[config.mk]
export PLATFORM = sky130hd
export DESIGN_NAME = ps2_move_scheduler
export DESIGN_NICKNAME = d
export VERILOG_FILES = /design/src/rtl/ps2_move_scheduler.sv
export SDC_FILE = /design/constraint.sdc
export NUM_CORES = 1
export LEC_CHECK = 0
export ABC_CLOCK_PERIOD_IN_PS = 2450
export CORE_UTILIZATION = 35
export DETAILED_ROUTE_END_ITERATION = 16
export HOLD_SLACK_MARGIN = 0.03
export PLACE_DENSITY = 0.57
export SLEW_MARGIN = 20
export SYNTH_ARGS = -nofsm -noshare
export SYNTH_HDL_FRONTEND = slang
export SYNTH_SLANG_ARGS = --single-unit
[constraint.sdc]
create_clock -name clk -period 2.45 [get_ports clk]
set_input_delay 0.49 -clock clk [delete_from_list [all_inputs] [get_ports clk]]
set_output_delay 0.49 -clock clk [all_outputs]
set_load 0.01 [all_outputs]
[src/rtl/ps2_move_scheduler.sv]
// Turns held PS/2 direction levels into maze moves with typematic auto-repeat,
// newest-press arbitration and a one-entry skid slot on the valid/ready output.
//
// state  | meaning
// IDLE   | no active direction, waiting for a fresh press
// DELAY  | active key held, counting to the first auto-repeat
// REPEAT | active key held, issuing periodic auto-repeats
module ps2_move_scheduler #(
    parameter int DELAY_CYCLES  = 25_000_000,
    parameter int REPEAT_CYCLES = 10_000_000
) (
    input  logic       clk,
    input  logic       rst,
    input  logic       enable,
    input  logic       up,
    input  logic       down,
    input  logic       left,
    input  logic       right,
    input  logic       enter,
    input  logic       move_ready,
    output logic       move_valid,
    output logic [1:0] move_dir,
    output logic       select,
    output logic       key_held
);
    localparam int MAX_CYCLES = (DELAY_CYCLES > REPEAT_CYCLES) ? DELAY_CYCLES : REPEAT_CYCLES;
    localparam int TW = $clog2(MAX_CYCLES);
    localparam logic [TW-1:0] DELAY_TC  = TW'(DELAY_CYCLES - 1);
    localparam logic [TW-1:0] REPEAT_TC = TW'(REPEAT_CYCLES - 1);

    typedef enum logic [1:0] {IDLE = 2'd0, DELAY = 2'd1, REPEAT = 2'd2} state_t;

    state_t        state;
    logic [TW-1:0] timer;
    logic [1:0]    active;
    logic [3:0]    dir_prev;
    logic          enter_prev;
    logic          armed;
    logic          skid_valid;
    logic [1:0]    skid_dir;

    logic [3:0] dir_lvl;
    logic [3:0] dir_rise;
    logic       enter_rise;
    logic       press;
    logic       any_held;
    logic       active_lost;
    logic [1:0] press_dir;
    logic [1:0] held_dir;

    // Lowest bit index wins, which gives up > down > left > right.
    function automatic logic [1:0] first_set(input logic [3:0] v);
        if (v[0])      return 2'd0;
        else if (v[1]) return 2'd1;
        else if (v[2]) return 2'd2;
        else           return 2'd3;
    endfunction

    // armed masks the first cycle after reset so keys held through reset stay silent.
    assign dir_lvl     = {right, left, down, up};
    assign dir_rise    = dir_lvl & ~dir_prev & {4{armed}};
    assign enter_rise  = enter & ~enter_prev & armed;
    assign press       = |dir_rise;
    assign any_held    = |dir_lvl;
    assign press_dir   = first_set(dir_rise);
    assign held_dir    = first_set(dir_lvl);
    assign active_lost = (state != IDLE) && !dir_lvl[active];

    always_ff @(posedge clk or posedge rst) begin
        if (rst) begin
            state      <= IDLE;
            timer      <= '0;
            active     <= 2'd0;
            dir_prev   <= 4'd0;
            enter_prev <= 1'b0;
            armed      <= 1'b0;
            skid_valid <= 1'b0;
            skid_dir   <= 2'd0;
            move_valid <= 1'b0;
            move_dir   <= 2'd0;
            select     <= 1'b0;
            key_held   <= 1'b0;
        end else begin
            dir_prev   <= dir_lvl;
            enter_prev <= enter;
            armed      <= 1'b1;
            select     <= enter_rise;
            key_held   <= any_held;

            if (move_valid && move_ready) begin
                if (skid_valid && enable) begin
                    move_dir   <= skid_dir;
                    skid_valid <= 1'b0;
                end else begin
                    move_valid <= 1'b0;
                end
            end

            if (!enable) begin
                state      <= IDLE;
                timer      <= '0;
                skid_valid <= 1'b0;
            end else if (press) begin
                state  <= DELAY;
                timer  <= '0;
                active <= press_dir;
                // Later assignments override the transfer logic above.
                if (!move_valid || (move_ready && !skid_valid)) begin
                    move_valid <= 1'b1;
                    move_dir   <= press_dir;
                end else begin
                    skid_valid <= 1'b1;
                    skid_dir   <= press_dir;
                end
            end else if (active_lost) begin
                timer <= '0;
                if (any_held) begin
                    state  <= DELAY;
                    active <= held_dir;
                end else begin
                    state <= IDLE;
                end
            end else begin
                case (state)
                    IDLE: timer <= '0;
                    DELAY: begin
                        if (timer == DELAY_TC) begin
                            state <= REPEAT;
                            timer <= '0;
                            if (!move_valid) begin
                                move_valid <= 1'b1;
                                move_dir   <= active;
                            end
                        end else begin
                            timer <= timer + TW'(1);
                        end
                    end
                    REPEAT: begin
                        if (timer == REPEAT_TC) begin
                            timer <= '0;
                            if (!move_valid) begin
                                move_valid <= 1'b1;
                                move_dir   <= active;
                            end
                        end else begin
                            timer <= timer + TW'(1);
                        end
                    end
                    default: state <= IDLE;
                endcase
            end
        end
    end
endmodule

==> results of run 1 <==
cell families (layout without fill, tap and decap cells):
family	Yosys count	in the layout
buf+inv	14	64
other cells	1	1
mux	5	5
flops	43	43
xor+xnor	18	18
fa+ha+maj	4	4
compound gates	48	48
simple gates	134	134
cell type report:
| cell class | count | area, um^2 | area share (%) |
|---|---|---|---|
| multi-input cells | 210 | 1340 | 43.8 |
| clock inverters | 3 | 15.0 | 0.492 |
| flip-flops and latches | 43 | 1080 | 35.3 |
| clock buffers | 5 | 68.8 | 2.26 |
| well taps | 96 | 120 | 3.94 |
| repair buffers | 48 | 405 | 13.3 |
| inverters | 8 | 30.0 | 0.984 |
final timing paths:
check,end,cells past startpoint
min in group clk,select,1
hold reg to reg,select,1
hold / removal,timer[24],2
setup / recovery,timer[10],9
max in group asynchronous,timer[9],3
setup reg to reg,timer[23],8
metrics by stage:
step / cell area (um^2) / TNS, ns / instances
finish: 3050 / 0 / 413
global route: 3050 / -0.000230 / 413
CTS: 3040 / 0 / 413
detailed placement: 2950 / -4.59 / 405
global placement: 2950 / -4.31 / 405
floorplan: 2460 / 0 / 267
state kept, by name, summed over array words and instances (netlist names):
name,flops
armed,1
timer,25
skid_valid,1
active,2
enter_prev,1
key_held,1
select,1
move_dir,2
move_valid,1
dir_prev,4
state,2
skid_dir,2
routing by layer:
layer / up-vias / part of all wire (%) / GRT usage [%]
met2: 20 / 46 / 25.5
li1: 1057 / - / -
met5: - / 0 / 0
met1: 962 / 51 / 22.6
met3: 8 / 2.2 / 2.89
met4: 0 / 1.2 / 5.00
synth_stat cells, types with 2 or more instances:
master	instances	area share [%]
inv_1	8	1.2
a21oi_1	8	1.6
nor4_1	2	0.51
o21a_1	2	0.61
ha_1	4	2.0
nor2b_1	7	1.8
nor4b_1	3	1.1
nand3_1	19	3.9
clkbuf_1	3	0.46
and4_1	2	0.71
nor2_1	33	5.0
a31oi_1	3	0.76
nor3b_1	2	0.61
nor4bb_1	2	0.81
dfrtp_1	43	44
o32ai_1	2	0.71
a22o_1	2	0.71
nor3_1	6	1.2
mux2_2	2	0.91
nand2_1	27	4.1
and3_1	7	1.8
nand4_1	9	2.3
o211ai_1	2	0.61
mux2i_1	2	0.81
and2_1	6	1.5
o21ai_0	17	3.5
o41ai_1	2	0.71
xor2_1	13	4.6
xnor2_1	5	1.8
repair_timing:
item                       in CTS  in global routing
setup endpoints to repair       0                 18
hold buffers                    0                  0
setup buffers                   0                  0
gates resized for setup         0                  3
power by group through the flow:
| stage | Clock [mW] | Combinational, mW | Sequential (mW) |
|---|---|---|---|
| 2_1_floorplan | 0 | 0.244 | 0.807 |
| 3_3_place_gp | 0 | 0.426 | 0.812 |
| 3_5_place_dp | 0 | 0.426 | 0.813 |
| 4_1_cts | 0.461 | 0.428 | 0.798 |
| 5_1_grt | 0.489 | 0.473 | 0.805 |
| 6_report | 0.445 | 0.423 | 0.797 |
==> results.md, run 1 <==
- Total core area: 6790 um^2
- Most frequent cells in the layout: 43 x dfrtp_1, 34 x buf_4, 33 x nor2_1
- Worst slack at placement: -0.241 ns
- Final Hold Fails: 0
- Gpl congestion: 0.827
- Clk slew on worst S/H paths: 0.08 ns
- DPL Wire Length: 4170 um
- Post-Synth Adder-Cell Area: 2.03%
- Root Driver: clkbuf_8
- Final setup viols: 0
- Biggest cell delay along the critical path: 0.48 ns
- Core Util, Final: 44.9%
- Mux share of post-synthesis cell area: 2.64%
- Area delta synth->final: 23.9%
- Worst skew pair latency: 0.30 ns
- YS warnings: 0
- R2r setup slk: 0.24 ns
- Max_slew headroom: 58.1%
- Comb power frac: 25.4%
- Seq pwr share: 47.9%
- CTS H-Tree Depth: 2
- Mean post-synth cell area: 9.23 um^2
- P per Cell Area: 546 nW/um^2
- EDFF count, synth: 0
- Via/cell ratio: 4.96
- Ys flop type: dfrtp_1
- Layout cell share with drive strength beyond 1: 17.7%
- Initial Utilization: 36.3%
- Vias in the first global route: 1972
- Crit path from: up
- Commonest non-fill, non-tap cell in the layout: dfrtp_1
- Combinational family with the most area after synthesis: simple AND/OR/NAND/NOR gates
- First-pass GRT wire length: 9450 um
- Longest Clk Path Bufs: 2
- Grt ovf: 0
- Worst Setup Slack, final: 0.136 ns
- Yosys cell types: 53
- Buf/Inv on CP: 3
- Net Sw Frac: 30.1%
- Int Power: 1.16 mW
- Pre-antenna DRT Iters: 4
- Net Sw Power: 501 uW
- Critical path type: input port to flip-flop
- CP Max Fanout: 11
- Yosys reg bits: 43
- Chip Height: 85.9 um
- Wire per inst: 13.0 um
- Area share of and/or/nand/nor cells after synthesis: 28.5%
- Worst hold path class: input port to async pin
- Hold Worst Slack: 0.490 ns
- Final antenna diode count: 0
- CTS tree: done
- Detail Route Antenna Nets: 0
- Maximum vdd drop: 0.000255 V
- Synth Area in Compound Gates: 14.0%
- Cells after Synth: 267
- Cell family with most CP delay: buffers and inverters
- Number of remaining DRC errors: 0
- Total power: 1.66 mW
- Die Area: 7380 um^2
- CP Launch Type: input port
- Status: finished, final reports clean
- Fmax: 432 MHz
- Crit. End Element: flip-flop
- Sequential area share after synthesis: 43.7%
- Layout Nets: 329
- Post-synth ARST share: 100%
- Top Ports: 14
- CP max stage cell: o41ai_4
- Tmin final: 2.31 ns
- Clock network fraction of design power: 26.7%
- Largest net degree at the start of global routing: 19
- Antenna violations before repair: 0
- XOR/XNOR Fraction of Synth Area: 6.40%
- Most numerous cell on the critical path: buf_4
- Row cnt: 30
- Worst path required time: 2.63 ns
- Die width: 85.9 um
- Clock sinks: 43
- Max-capacitance violation count: 0
- Final Cycle Share: 94.4%
- Fillcell total: 673
- Max-slew violation total from the final report: 0
- Critical Path AT: 2.49 ns
- Global-route usage over all layers: 16.2%
- Initial DRC Count: 73
- Vias: 2047
- Worst R2R Start: timer[0]
- Tightest Pin Transition: 0.625 ns
- Syn_nets: 280
- Inserted Clock Buffers: 5
- Post-Syn Area: 2460 um^2
- Port Buffer Count: 13
- Leakage: 1.25 nW
- Final WL: 5370 um
- Clk_skew: 0.00371 ns
- Worst path cell trace: clkdlybuf4s50_1 > buf_4 > nor2b_1 > o41ai_4 > and3_2 > buf_4 > nor3_1 > xnor2_1 > nor2_1
No activity file was read; power rests on OpenSTA's default activity.
==> inputs of run 2 (changes only) <==
- CORE_MARGIN: not set -> 2
==> results.md, run 2 (synthesized netlist as in run 1, its figures left out) <==
- Placed inst area: 2940 um^2 (was 2950 um^2)
- CTS H-Tree Depth: 2 (unchanged)
- First-pass GRT wire length: 9660 um (was 9450 um)
- Vias in the first global route: 2041 (was 1972)
- Clock network fraction of design power: 26.3% (was 26.7%)
- Grt ovf: 0 (unchanged)
- Largest Register: timer (unchanged)
- P per Cell Area: 548 nW/um^2 (was 546 nW/um^2)
- Number of remaining DRC errors: 0 (unchanged)
- Total core area: 6790 um^2 (unchanged)
- Buf/Inv on CP: 2 (was 3)
- Most frequent cells in the layout: 43 x dfrtp_1, 33 x nor2_1, 32 x buf_4 (was 43 x dfrtp_1, 34 x buf_4, 33 x nor2_1)
- Maximum vdd drop: 0.000283 V (was 0.000255 V)
- Max-slew violation total from the final report: 0 (unchanged)
- Longest Clk Path Bufs: 2 (unchanged)
- Global-route usage over all layers: 15.9% (was 16.2%)
- Seq pwr share: 47.8% (was 47.9%)
- Die width: 87.9 um (was 85.9 um)
- Worst path required time: 2.63 ns (about the same)
- Largest net degree at the start of global routing: 18 (was 19)
- Final Instance Area: 3050 um^2 (about the same)
- Wire per inst: 13.7 um (was 13.0 um)
- Vias: 2076 (was 2047)
- Final Hold Fails: 0 (unchanged)
- Area delta synth->final: 23.8% (was 23.9%)
- Commonest non-fill, non-tap cell in the layout: dfrtp_1 (unchanged)
- Cell family with most CP delay: compound AO/OA/AOI/OAI gates (was buffers and inverters)
- Inserted Clock Buffers: 5 (unchanged)
- CP Launch Type: input port (unchanged)
- Via/cell ratio: 5.04 (was 4.96)
- Clock sinks: 43 (unchanged)
- Antenna violations before repair: 0 (unchanged)
- CTS tree: done (unchanged)
- Detail Route Antenna Nets: 0 (unchanged)
- Max reg flops: 25 (unchanged)
- DPL Wire Length: 4230 um (was 4170 um)
- Clk_skew: 0.00393 ns (was 0.00371 ns)
- Die Area: 7730 um^2 (was 7380 um^2)
- Tmin final: 2.30 ns (was 2.31 ns)
- CP max stage cell: o41ai_4 (unchanged)
- Net Sw Frac: 29.8% (was 30.1%)
- Layout cell share with drive strength beyond 1: 15.8% (was 17.7%)
- Layout Nets: 328 (was 329)
- Fillcell total: 658 (was 673)
- Worst hold path class: input port to async pin (unchanged)
- Max-capacitance violation count: 0 (unchanged)
- Fmax: 435 MHz (was 432 MHz)
- Gpl congestion: 0.821 (was 0.827)
- Int Power: 1.17 mW (was 1.16 mW)
- CP Max Fanout: 4 (was 11)
- Worst Setup Slack, final: 0.149 ns (was 0.136 ns)
- Pre-antenna DRT Iters: 6 (was 4)
- Leakage: 1.25 nW (about the same)
- Worst skew pair latency: 0.29 ns (was 0.30 ns)
- Tightest Pin Transition: 0.624 ns (was 0.625 ns)
- Max_slew headroom: 58.1% (about the same)
- Critical Path AT: 2.48 ns (was 2.49 ns)
- Row cnt: 30 (unchanged)
- Final setup viols: 0 (unchanged)
- Initial DRC Count: 125 (was 73)
- Port Buffer Count: 13 (unchanged)
- Multi-input logic area: 1330 um^2 (was 1340 um^2)
- Crit. End Element: flip-flop (unchanged)
- Biggest regs: timer (25), dir_prev (4) (unchanged)
- Root Driver: clkbuf_8 (unchanged)
- Chip Height: 87.9 um (was 85.9 um)
- Clk slew on worst S/H paths: 0.08 ns (about the same)
- Worst path cell trace: clkdlybuf4s50_1 > buf_4 > nor2b_1 > o41ai_4 > nand2_2 > nor2_1 > nand2_1 > o41ai_1 (was clkdlybuf4s50_1 > buf_4 > nor2b_1 > o41ai_4 > and3_2 > buf_4 > nor3_1 > xnor2_1 > nor2_1)
- Setup TNS Final: 0 ns (unchanged)
- Worst slack at placement: -0.189 ns (was -0.241 ns)
- Final Cycle Share: 93.9% (was 94.4%)
- Top Ports: 14 (unchanged)
- Net Sw Power: 498 uW (was 501 uW)
- Biggest cell delay along the critical path: 0.48 ns (about the same)
- Initial Utilization: 36.3% (unchanged)
- Critical path type: input port to flip-flop (unchanged)
- Unrepaired setup endpoints after global routing: false
- Status: finished, final reports clean (unchanged)
- Comb power frac: 25.9% (was 25.4%)
- Hold Worst Slack: 0.497 ns (was 0.490 ns)
- Final antenna diode count: 0 (unchanged)
- Reg area: 1080 um^2 (unchanged)
- Final WL: 5640 um (was 5370 um)
==> run 2: cell types whose count changed in the layout (fill, tap and decap cells not counted), sizes merged <==
cell    delta
clkbuf     +2
buf        -1
clkinv     -2
==> run 2: metal layers <==
metal / global-route usage, % / share of wire [%] / up-vias
met5: 0 / 0 / -
met4: 5.59 / 1.9 / 0
met3: 3.02 / 3.4 / 10
met2: 25.1 / 46 / 35
met1: 21.9 / 49 / 977
li1: - / - / 1054
==> run 2: timing repair <==
| item | in CTS | in global routing |
|---|---|---|
| buffers inserted | 0 | 1 |
| gates resized for setup | 0 | 1 |
| setup endpoints to repair | 0 | 19 |
| hold buffers | 0 | 0 |
==> run 2: area by class of cell <==
cell class                      count  share of cell area, %
Clock buffer                        7                   2.50
Clock inverter                      1                  0.164
Inverter                            8                  0.985
Multi-Input combinational cell    210                   43.7
Sequential cell                    43                   35.3
Tap cell                           96                   3.94
Timing Repair Buffer               47                   13.5
==> run 2: path summary, 6_finish.rpt <==
check	endpoint	start	slack, ns	cells after the start
max in group asynchronous	timer[1]	rst	1.38	3
worst min register to register	select	enter_prev	0.51	1
worst max register to register	timer[18]	timer[6]	0.32	8
worst max-delay path	timer[8]	right	0.15	8
min in group clk	select	enter_prev	0.51	1
worst min-delay path	timer[18]	rst	0.50	2
==> run 2: stage by stage <==
step                cells  total power [mW]  utilization, %
floorplan             267              1.05               -
global placement      403              1.23            43.3
detailed placement    403              1.23            43.3
CTS                   411              1.68            44.5
global route          412              1.78            44.9
finish                412              1.67            44.9
==> run 2: power groups by stage <==
stage,Clock (mW),Sequential (mW),Combinational [mW]
2_1_floorplan,0,0.807,0.244
3_3_place_gp,0,0.812,0.416
3_5_place_dp,0,0.814,0.420
4_1_cts,0.456,0.800,0.421
5_1_grt,0.490,0.808,0.478
6_report,0.439,0.799,0.432
==> inputs of run 3 (changes only) <==
- TNS_END_PERCENT: not set -> 50
==> results of run 3 <==
No change in the layout: final DEF, timing and power equal those of run 2.
